**config.mk**
```make
export PLATFORM = sky130hd
export DESIGN_NAME = timer_irq
export DESIGN_NICKNAME = d
export VERILOG_FILES = /design/src/rtl/timer_pkg.sv /design/src/rtl/timer_prescaler.sv /design/src/rtl/timer_irq.sv
export SDC_FILE = /design/constraint.sdc
export NUM_CORES = 1
export LEC_CHECK = 0
export BUFFER_PORTS_ARGS = -buffer_cell sky130_fd_sc_hd__buf_2
export CORE_MARGIN = 3
export CORE_UTILIZATION = 55
export DETAILED_ROUTE_END_ITERATION = 7
export PLACE_DENSITY = 0.86
export SYNTH_ARGS = -nofsm -noshare
export SYNTH_HDL_FRONTEND = slang
export SYNTH_SLANG_ARGS = --single-unit
```
**constraint.sdc**
```tcl
create_clock -name clk -period 2.74 [get_ports clk]
set_clock_uncertainty 0.05 [all_clocks]
set_input_delay 0.548 -clock clk [delete_from_list [all_inputs] [get_ports clk]]
set_output_delay 0.548 -clock clk [all_outputs]
set_load 0.01 [all_outputs]
```
**src/rtl/timer_pkg.sv**
```systemverilog
// rtl/timer_pkg.sv - shared register map, TCON bit positions and decode helper for the reload timer
package timer_pkg;

    // Default base of the timer window on the data-memory bus.
    localparam logic [31:0] TIMER_BASE = 32'h4000_0000;

    // Byte offsets of the registers inside the window.
    localparam logic [31:0] TH_OFF   = 32'h0000_0000;
    localparam logic [31:0] TL_OFF   = 32'h0000_0004;
    localparam logic [31:0] TCON_OFF = 32'h0000_0008;

    // TCON bit positions.
    localparam int TCON_EN = 0;
    localparam int TCON_IE = 1;
    localparam int TCON_ST = 2;

    // Which register (if any) an access targets.
    typedef enum logic [1:0] {
        REG_TH   = 2'd0,
        REG_TL   = 2'd1,
        REG_TCON = 2'd2,
        REG_NONE = 2'd3
    } reg_sel_e;

    // Word-address decode: byte-lane bits are ignored on both sides.
    function automatic reg_sel_e reg_decode(input logic [31:0] base, input logic [29:0] word);
        logic [31:0] th_a;
        logic [31:0] tl_a;
        logic [31:0] tc_a;
        reg_sel_e    sel;
        th_a = base + TH_OFF;
        tl_a = base + TL_OFF;
        tc_a = base + TCON_OFF;
        sel  = REG_NONE;
        if (word == th_a[31:2]) begin
            sel = REG_TH;
        end else if (word == tl_a[31:2]) begin
            sel = REG_TL;
        end else if (word == tc_a[31:2]) begin
            sel = REG_TCON;
        end
        return sel;
    endfunction

endpackage

```
**src/rtl/timer_prescaler.sv**
```systemverilog
// rtl/timer_prescaler.sv - free-running divide-by-PRESCALE tick generator with hold on disable
module timer_prescaler #(
    parameter int PRESCALE = 1
) (
    input  logic clk,
    input  logic reset,
    input  logic en,
    output logic tick
);

    // A one-bit counter is kept even for PRESCALE=1 so the port widths stay legal;
    // it simply never leaves zero in that case.
    localparam int            CW   = (PRESCALE > 1) ? $clog2(PRESCALE) : 1;
    localparam logic [CW-1:0] LAST = CW'(PRESCALE - 1);

    logic [CW-1:0] cnt_q;
    logic [CW-1:0] cnt_d;

    // Tick on the last phase so the counter wraps to 0 on the same edge that consumes it.
    assign tick = en && (cnt_q == LAST);

    // Next phase: advance while enabled, freeze (keep phase) while disabled.
    always_comb begin
        cnt_d = cnt_q;
        if (en) begin
            cnt_d = tick ? '0 : cnt_q + CW'(1);
        end
    end

    // Phase register.
    always_ff @(posedge clk or posedge reset) begin
        if (reset) begin
            cnt_q <= '0;
        end else begin
            cnt_q <= cnt_d;
        end
    end

endmodule

```
**src/rtl/timer_irq.sv**
```systemverilog
// rtl/timer_irq.sv - memory-mapped 32-bit reload timer driving the IRQ level
module timer_irq
    import timer_pkg::*;
#(
    parameter int          PRESCALE = 1,
    parameter logic [31:0] BASE     = TIMER_BASE
) (
    input  logic        clk,
    input  logic        reset,
    input  logic [31:0] addr,
    input  logic [31:0] wdata,
    input  logic        MemRd,
    input  logic        MemWr,
    output logic [31:0] rdata,
    output logic        IRQ
);

    logic [31:0] th_q, th_d;
    logic [31:0] tl_q, tl_d;
    logic        en_q, en_d;
    logic        ie_q, ie_d;
    logic        st_q, st_d;

    reg_sel_e    sel;
    logic        wr_th;
    logic        wr_tl;
    logic        wr_tcon;
    logic        tick;
    logic        overflow;
    logic        unused_addr_lanes;

    // Byte-lane bits never take part in decode.
    assign unused_addr_lanes = ^addr[1:0];

    assign sel     = reg_decode(BASE, addr[31:2]);
    assign wr_th   = MemWr && (sel == REG_TH);
    assign wr_tl   = MemWr && (sel == REG_TL);
    assign wr_tcon = MemWr && (sel == REG_TCON);

    timer_prescaler #(
        .PRESCALE (PRESCALE)
    ) u_prescaler (
        .clk   (clk),
        .reset (reset),
        .en    (en_q),
        .tick  (tick)
    );

    assign overflow = tick && (tl_q == 32'hFFFF_FFFF);

    // Next-state with same-cycle priorities: a TL write wins over counting, a reload
    // uses the TH held before this edge, and an overflow set of ST cannot be undone
    // by a simultaneous TCON write so no interrupt is lost.
    always_comb begin
        th_d = th_q;
        tl_d = tl_q;
        en_d = en_q;
        ie_d = ie_q;
        st_d = st_q;

        if (wr_th) begin
            th_d = wdata;
        end

        if (wr_tl) begin
            tl_d = wdata;
        end else if (overflow) begin
            tl_d = th_q;
        end else if (tick) begin
            tl_d = tl_q + 32'd1;
        end

        if (wr_tcon) begin
            en_d = wdata[TCON_EN];
            ie_d = wdata[TCON_IE];
            st_d = wdata[TCON_ST];
        end

        if (overflow && ie_q) begin
            st_d = 1'b1;
        end
    end

    // Register file.
    always_ff @(posedge clk or posedge reset) begin
        if (reset) begin
            th_q <= '0;
            tl_q <= '0;
            en_q <= 1'b0;
            ie_q <= 1'b0;
            st_q <= 1'b0;
        end else begin
            th_q <= th_d;
            tl_q <= tl_d;
            en_q <= en_d;
            ie_q <= ie_d;
            st_q <= st_d;
        end
    end

    // Read mux returns pre-write contents, so a combined read/write sees the old value.
    always_comb begin
        rdata = '0;
        if (MemRd) begin
            case (sel)
                REG_TH:   rdata = th_q;
                REG_TL:   rdata = tl_q;
                REG_TCON: rdata = {29'd0, st_q, ie_q, en_q};
                default:  rdata = '0;
            endcase
        end
    end

    // Level interrupt straight from the stored enable and status bits.
    assign IRQ = ie_q & st_q;

endmodule

```
## Yosys cells after proc, flatten, opt, wreduce, memory -nomap -nowiden

Index checks and enable logic that the tools add are counted.

| word-level totals | value |
|---|---|
| register bits | 68 |
| latch bits | 0 |
| RAM bits | 0 |
| memory bits (read-only) | 0 |
| bits of input ports | 68 |
| output and inout port bits | 33 |
| word-level logic and storage cells | 36 |
| memories | 0 |

| operators by class | value |
|---|---|
| add/sub/neg operators | 2 |
| multipliers | 0 |
| div/mod/pow operators | 0 |
| order comparisons | 0 |
| eq/ne operators | 6 |
| shifts and indexed selects | 0 |
| muxes and demuxes | 11 |
| bitwise logic cells | 2 |
| reduce and logical (&&, ||, !) cells | 9 |

Operators with widths:

| cell | number |
|---|---|
| two-way mux 32 bit | 4 |
| case mux 32 bit (3 select lines) | 1 |
| == test 30 x 29 -> 1 bit, second input constant | 3 |
| adder 32 x 1 -> 32 bit, second input constant | 1 |
| == test 32 bit, second input constant | 1 |
| logical AND 1 bit | 6 |
| two-way mux 1 bit | 4 |
| two-way mux 2 bit | 2 |
| nonzero test 3 bit | 1 |
| == test 2 x 1 -> 1 bit, second input constant | 1 |
| == test 2 bit, second input constant | 1 |
| logical NOT 2 bit | 1 |
| nonzero test 2 bit | 1 |
| adder 1 bit, second input constant | 1 |
| bitwise AND 1 bit | 1 |
| NOT 1 bit | 1 |

## Longest topological paths before layout

| logic depth | value |
|---|---|
| depth after elaboration | 8 |
| depth in mapped cells | 8 |

## Hierarchy

A second synthesis with hierarchy kept.

| unflattened totals | value |
|---|---|
| cells, all modules | 479 |
| area total of the unflattened synthesis | 4,480.5 µm² |

By module, submodules not included:

| module | times used | cells an instance | area each (µm²) | sequential area each (µm²) |
|---|---|---|---|---|
| timer_irq | 1 | 475 | 4,436.8 | 1,676.6 |
| timer_prescaler | 1 | 4 | 43.8 | 25.0 |

## Least setup slack after synthesis

OpenSTA, ideal clock, no wires.

| timing | value |
|---|---|
| kind | in2out |
| from | in addr[24] |
| to | out rdata[21] |
| arrival time | 2.118 ns |
| slack | 0.024 ns |
| cell stages on the path | 7 |
| path through | nor4b_1 -> nand3_1 -> nor3_1 -> clkbuf_1 -> buf_2 -> a22oi_1 -> nor2_1 |

| between the ends | value |
|---|---|
| word-level cells in the longest chain between the ends | 7 |
| elaborated cells on any way between the ends | 11 |
| classes of those cells | eq/ne (5); mux (5); reduce/logical (1) |

RTL lines:

| what | RTL line | source |
|---|---|---|
| start: declaration | timer_irq.sv:10 | `input logic [31:0] addr,` |
| == test 30 x 29 -> 1 bit | timer_pkg.sv:39 | `end else if (word == tc_a[31:2]) begin` |
| two-way mux 1 bit | timer_pkg.sv:39 |  |
| two-way mux 2 bit | timer_pkg.sv:37 | `end else if (word == tl_a[31:2]) begin` |
| two-way mux 2 bit (*) | timer_pkg.sv:35 | `if (word == th_a[31:2]) begin` |
| == test 2 bit (tied with other cells) | timer_irq.sv:105 | `case (sel)` |
| case mux 32 bit (3 select lines) (*) | timer_irq.sv:105 |  |
| two-way mux 32 bit (*) | timer_irq.sv:104 | `if (MemRd) begin` |
| end: declaration | timer_irq.sv:14 | `output logic [31:0] rdata,` |

Every way passes the cells marked *; elsewhere a longest branch is shown, timed or not.

## Worst setup path after layout

| timing | value |
|---|---|
| from | in addr[29] |
| to | out rdata[28] |

Same word-level chain as after synthesis.

==> flow_metrics.env <==
export IMPL_setup_viol=28
export IMPL_grt_ovfl_total=0
export IMPL_dr_pass1_iters=7
export IMPL_yosys_top_cells_count="dfrtp_1 (68), nor2_1 (51), a22oi_1 (32), mux2_1 (30), mux2i_1 (29)"
export IMPL_path_class="in -> out"
export IMPL_tightestPinTransition_ps=703.3
export IMPL_dpl_hpwl_mm=9.140
export IMPL_ys_warnings_count=0
export IMPL_synth_top_flop_cell="dfrtp_1"
export IMPL_async_flop_share=1.000
export IMPL_hold_viol_final=0
export IMPL_yosysUniqueCellTypes=48
export IMPL_grt_pass1_wl_mm=22.91
export IMPL_hold_path_class="in -> async"
export IMPL_p_per_area_nw_per_um2=378.0
export IMPL_synth_edf_count=0
export IMPL_diodes=0
export IMPL_drt_iter0_drc=574
export IMPL_grt_max_degree=69
export IMPL_status="finished, violations left"
export IMPL_clk_pin_slew_ps=80
export IMPL_totalWireLength_mm=14.89
export IMPL_grt_pass1_vias=4625
export IMPL_ir_drop_v=0.0002789
export IMPL_worst_endpoint_arrival_ps=2210
export IMPL_rows=31
export IMPL_cp_startpoint="addr[29]"
export IMPL_crit_top_cell="buf_6"
export IMPL_met1_usage=0.3988
export IMPL_fin_ws_ps=-67.69
export IMPL_top_usage_layer="met2"
export IMPL_start_util=0.5865
export IMPL_r2r_start="tl_q[13]$_DFFE_PP0P_"
export IMPL_synth_fp_nets=541
export IMPL_multi_input_area_um2=2733
export IMPL_rsz0062_at_grt="true"
export IMPL_cts_made_buffers=9
export IMPL_met2_usage=0.5551
export IMPL_timing_final_crit_period_ps=2808
export IMPL_clock_sinks=68
export IMPL_root_buffer="clkbuf_8"
export IMPL_synth_most_common_cell="dfrtp_1"
export IMPL_drv_cap=0
export IMPL_ant_nets=0
export IMPL_clock_fmax_mhz=356.2
export IMPL_path_cells="buf_6, nor4b_4, nand3_1, buf_6, nor4_4, buf_6, buf_8, a22oi_1, nor2_1, buf_2"
export IMPL_cp_start_kind="primary input"
export IMPL_htreeDepth=3
export IMPL_final_core_util=0.7707
export IMPL_final_net_count=659
export IMPL_reg2regPathDepth=6
export IMPL_dp_slack_ps=-136.7
export IMPL_ys_seq_area_frac=0.3876
export IMPL_antenna_found_initial=0
export IMPL_synth_top_cell_by_area="dfrtp_1"
export IMPL_finalMaxSlewViolations=0
export IMPL_gp_congestion=0.8479
export IMPL_die_h_um=95.35
export IMPL_final_cells=694
export IMPL_slew_limit_headroom=0.5275
export IMPL_place_area_um2=5160
export IMPL_io_buffers=98
export IMPL_syn_area_per_cell_um2=9.302
export IMPL_max_stage_delay_ps=310
export IMPL_seqCellArea_um2=1702
export IMPL_power_uw=2181
export IMPL_synth_cells=472
export IMPL_ctsHoldBuffers=0
export IMPL_crit_fanout=11
export IMPL_core_area_um2=7486
export IMPL_drc=0
export IMPL_p_leak_uw=0.002515
export IMPL_vias=4631
export IMPL_min_period_over_period=1.025
export IMPL_io_pins=101
export IMPL_met3_usage=0.06235
export IMPL_synth_area_um2=4390
export IMPL_synth_seq_cells=68
export IMPL_wl_per_cell_um=21.46
export IMPL_cts_max_path_buffers=2
export IMPL_cp_required_ps=2140
export IMPL_syn_to_final_growth_pct=31.40
export IMPL_synth_top_cell_area_share=0.3876
export IMPL_crit_path_end_kind="output pin"
export IMPL_synth_area_leaders="dfrtp_1 (39%), mux2_1 (7.7%), mux2i_1 (6.6%)"
export IMPL_layout_drive_gt1_share=0.3176
export IMPL_drt_vias_per_instance=6.673
export IMPL_nFillCells=503
export IMPL_grt_use_total=0.3259
export IMPL_violations="negative setup slack"
export IMPL_cts_tree="built"
export IMPL_slowest_stage="nor4b_4"
export IMPL_placed_cells=667
export IMPL_die_w_um=95.35
export IMPL_design_area_um2=5769
export IMPL_dieArea_um2=9091
export IMPL_clkLatencyLatePin_ps=360
## critical path: cells and delay by family
kind	cells	cell delay [ps]
and+or+nand+nor	4	820
buffers and inverters	5	750
AOI/OAI and AO/OA	1	90
## layout by cell type (no fill, tap or decap), types with 10 or more instances in the layout
master	instances
a211oi_1	10
a21oi_1	12
a22oi_1	19
a22oi_2	13
and2_1	14
buf_2	92
buf_4	21
buf_6	15
clkbuf_8	10
dfrtp_1	68
mux2_1	30
mux2i_1	29
nand2_1	25
nand2b_1	10
nand3_1	19
nand4_1	17
nor2_1	50
nor3_1	19
o21ai_0	10
o31ai_1	14
## logic make-up after synthesis
family	count (synthesis)	synth area share
xor gates and xnor gates	15	0.02992
buffers and inverters	37	0.03762
adders and majority gates	1	0.002849
and+or+nand+nor	190	0.2328
DFF	68	0.3876
muxes	63	0.1533
AOI/OAI and AO/OA	98	0.1559
## per-layer routing
| metal | part of all wire | vias up | routed length [um] |
|---|---|---|---|
| met3 | 0.099 | 76 | 1471 |
| met4 | 0.041 | 0 | 605 |
| li1 | - | 1993 | - |
| met2 | 0.50 | 371 | 7458 |
| met1 | 0.36 | 2191 | 5359 |
| met5 | 0 | - | 0 |
## where the power goes
group / internal (uW) / switching (uW)
registers: 1000 / 0.000284
clock network: 629 / 426
logic: 54.0 / 68.4
## registers in the layout, indices dropped and copies added, names as in the netlist
signal,count
st_q,1
ie_q,1
th_q,32
u_prescaler.cnt_q,1
tl_q,32
en_q,1
## path summary, 6_finish.rpt
path,to,slack (ps)
max,rdata[28],-70
min,tl_q[24]$_DFFE_PP0P_,210
max reg2reg,tl_q[4]$_DFFE_PP0P_,390
min reg2reg,th_q[29]$_DFFE_PP0P_,470
max in group asynchronous,tl_q[22]$_DFFE_PP0P_,2130
min in group clk,tl_q[24]$_DFFE_PP0P_,350
## area by class of cell
type | count | share of cell area
Tap cell | 99 | 0.02147
Timing Repair Buffer | 136 | 0.1616
Clock buffer | 10 | 0.02386
Sequential cell | 68 | 0.2949
Inverter | 8 | 0.005205
Multi-Input combinational cell | 367 | 0.4737
Clock inverter | 6 | 0.01930
## timing repair
item	4_1_cts	5_1_grt
setup buffers	4	4
pin swaps	11	20
gates resized for setup	28	26
cloned	3	0
endpoints found under the setup margin	32	32
## per-stage QoR
step / TNS [ps] / hold slack, ps
CTS: 0 / 237.3
detailed placement: -2052 / 454.5
finish: -750.6 / 205.2
floorplan: 0 / 422.7
global placement: -60.70 / 445.2
global route: -2900 / 230.4
Power figures use the tool's default switching activity.
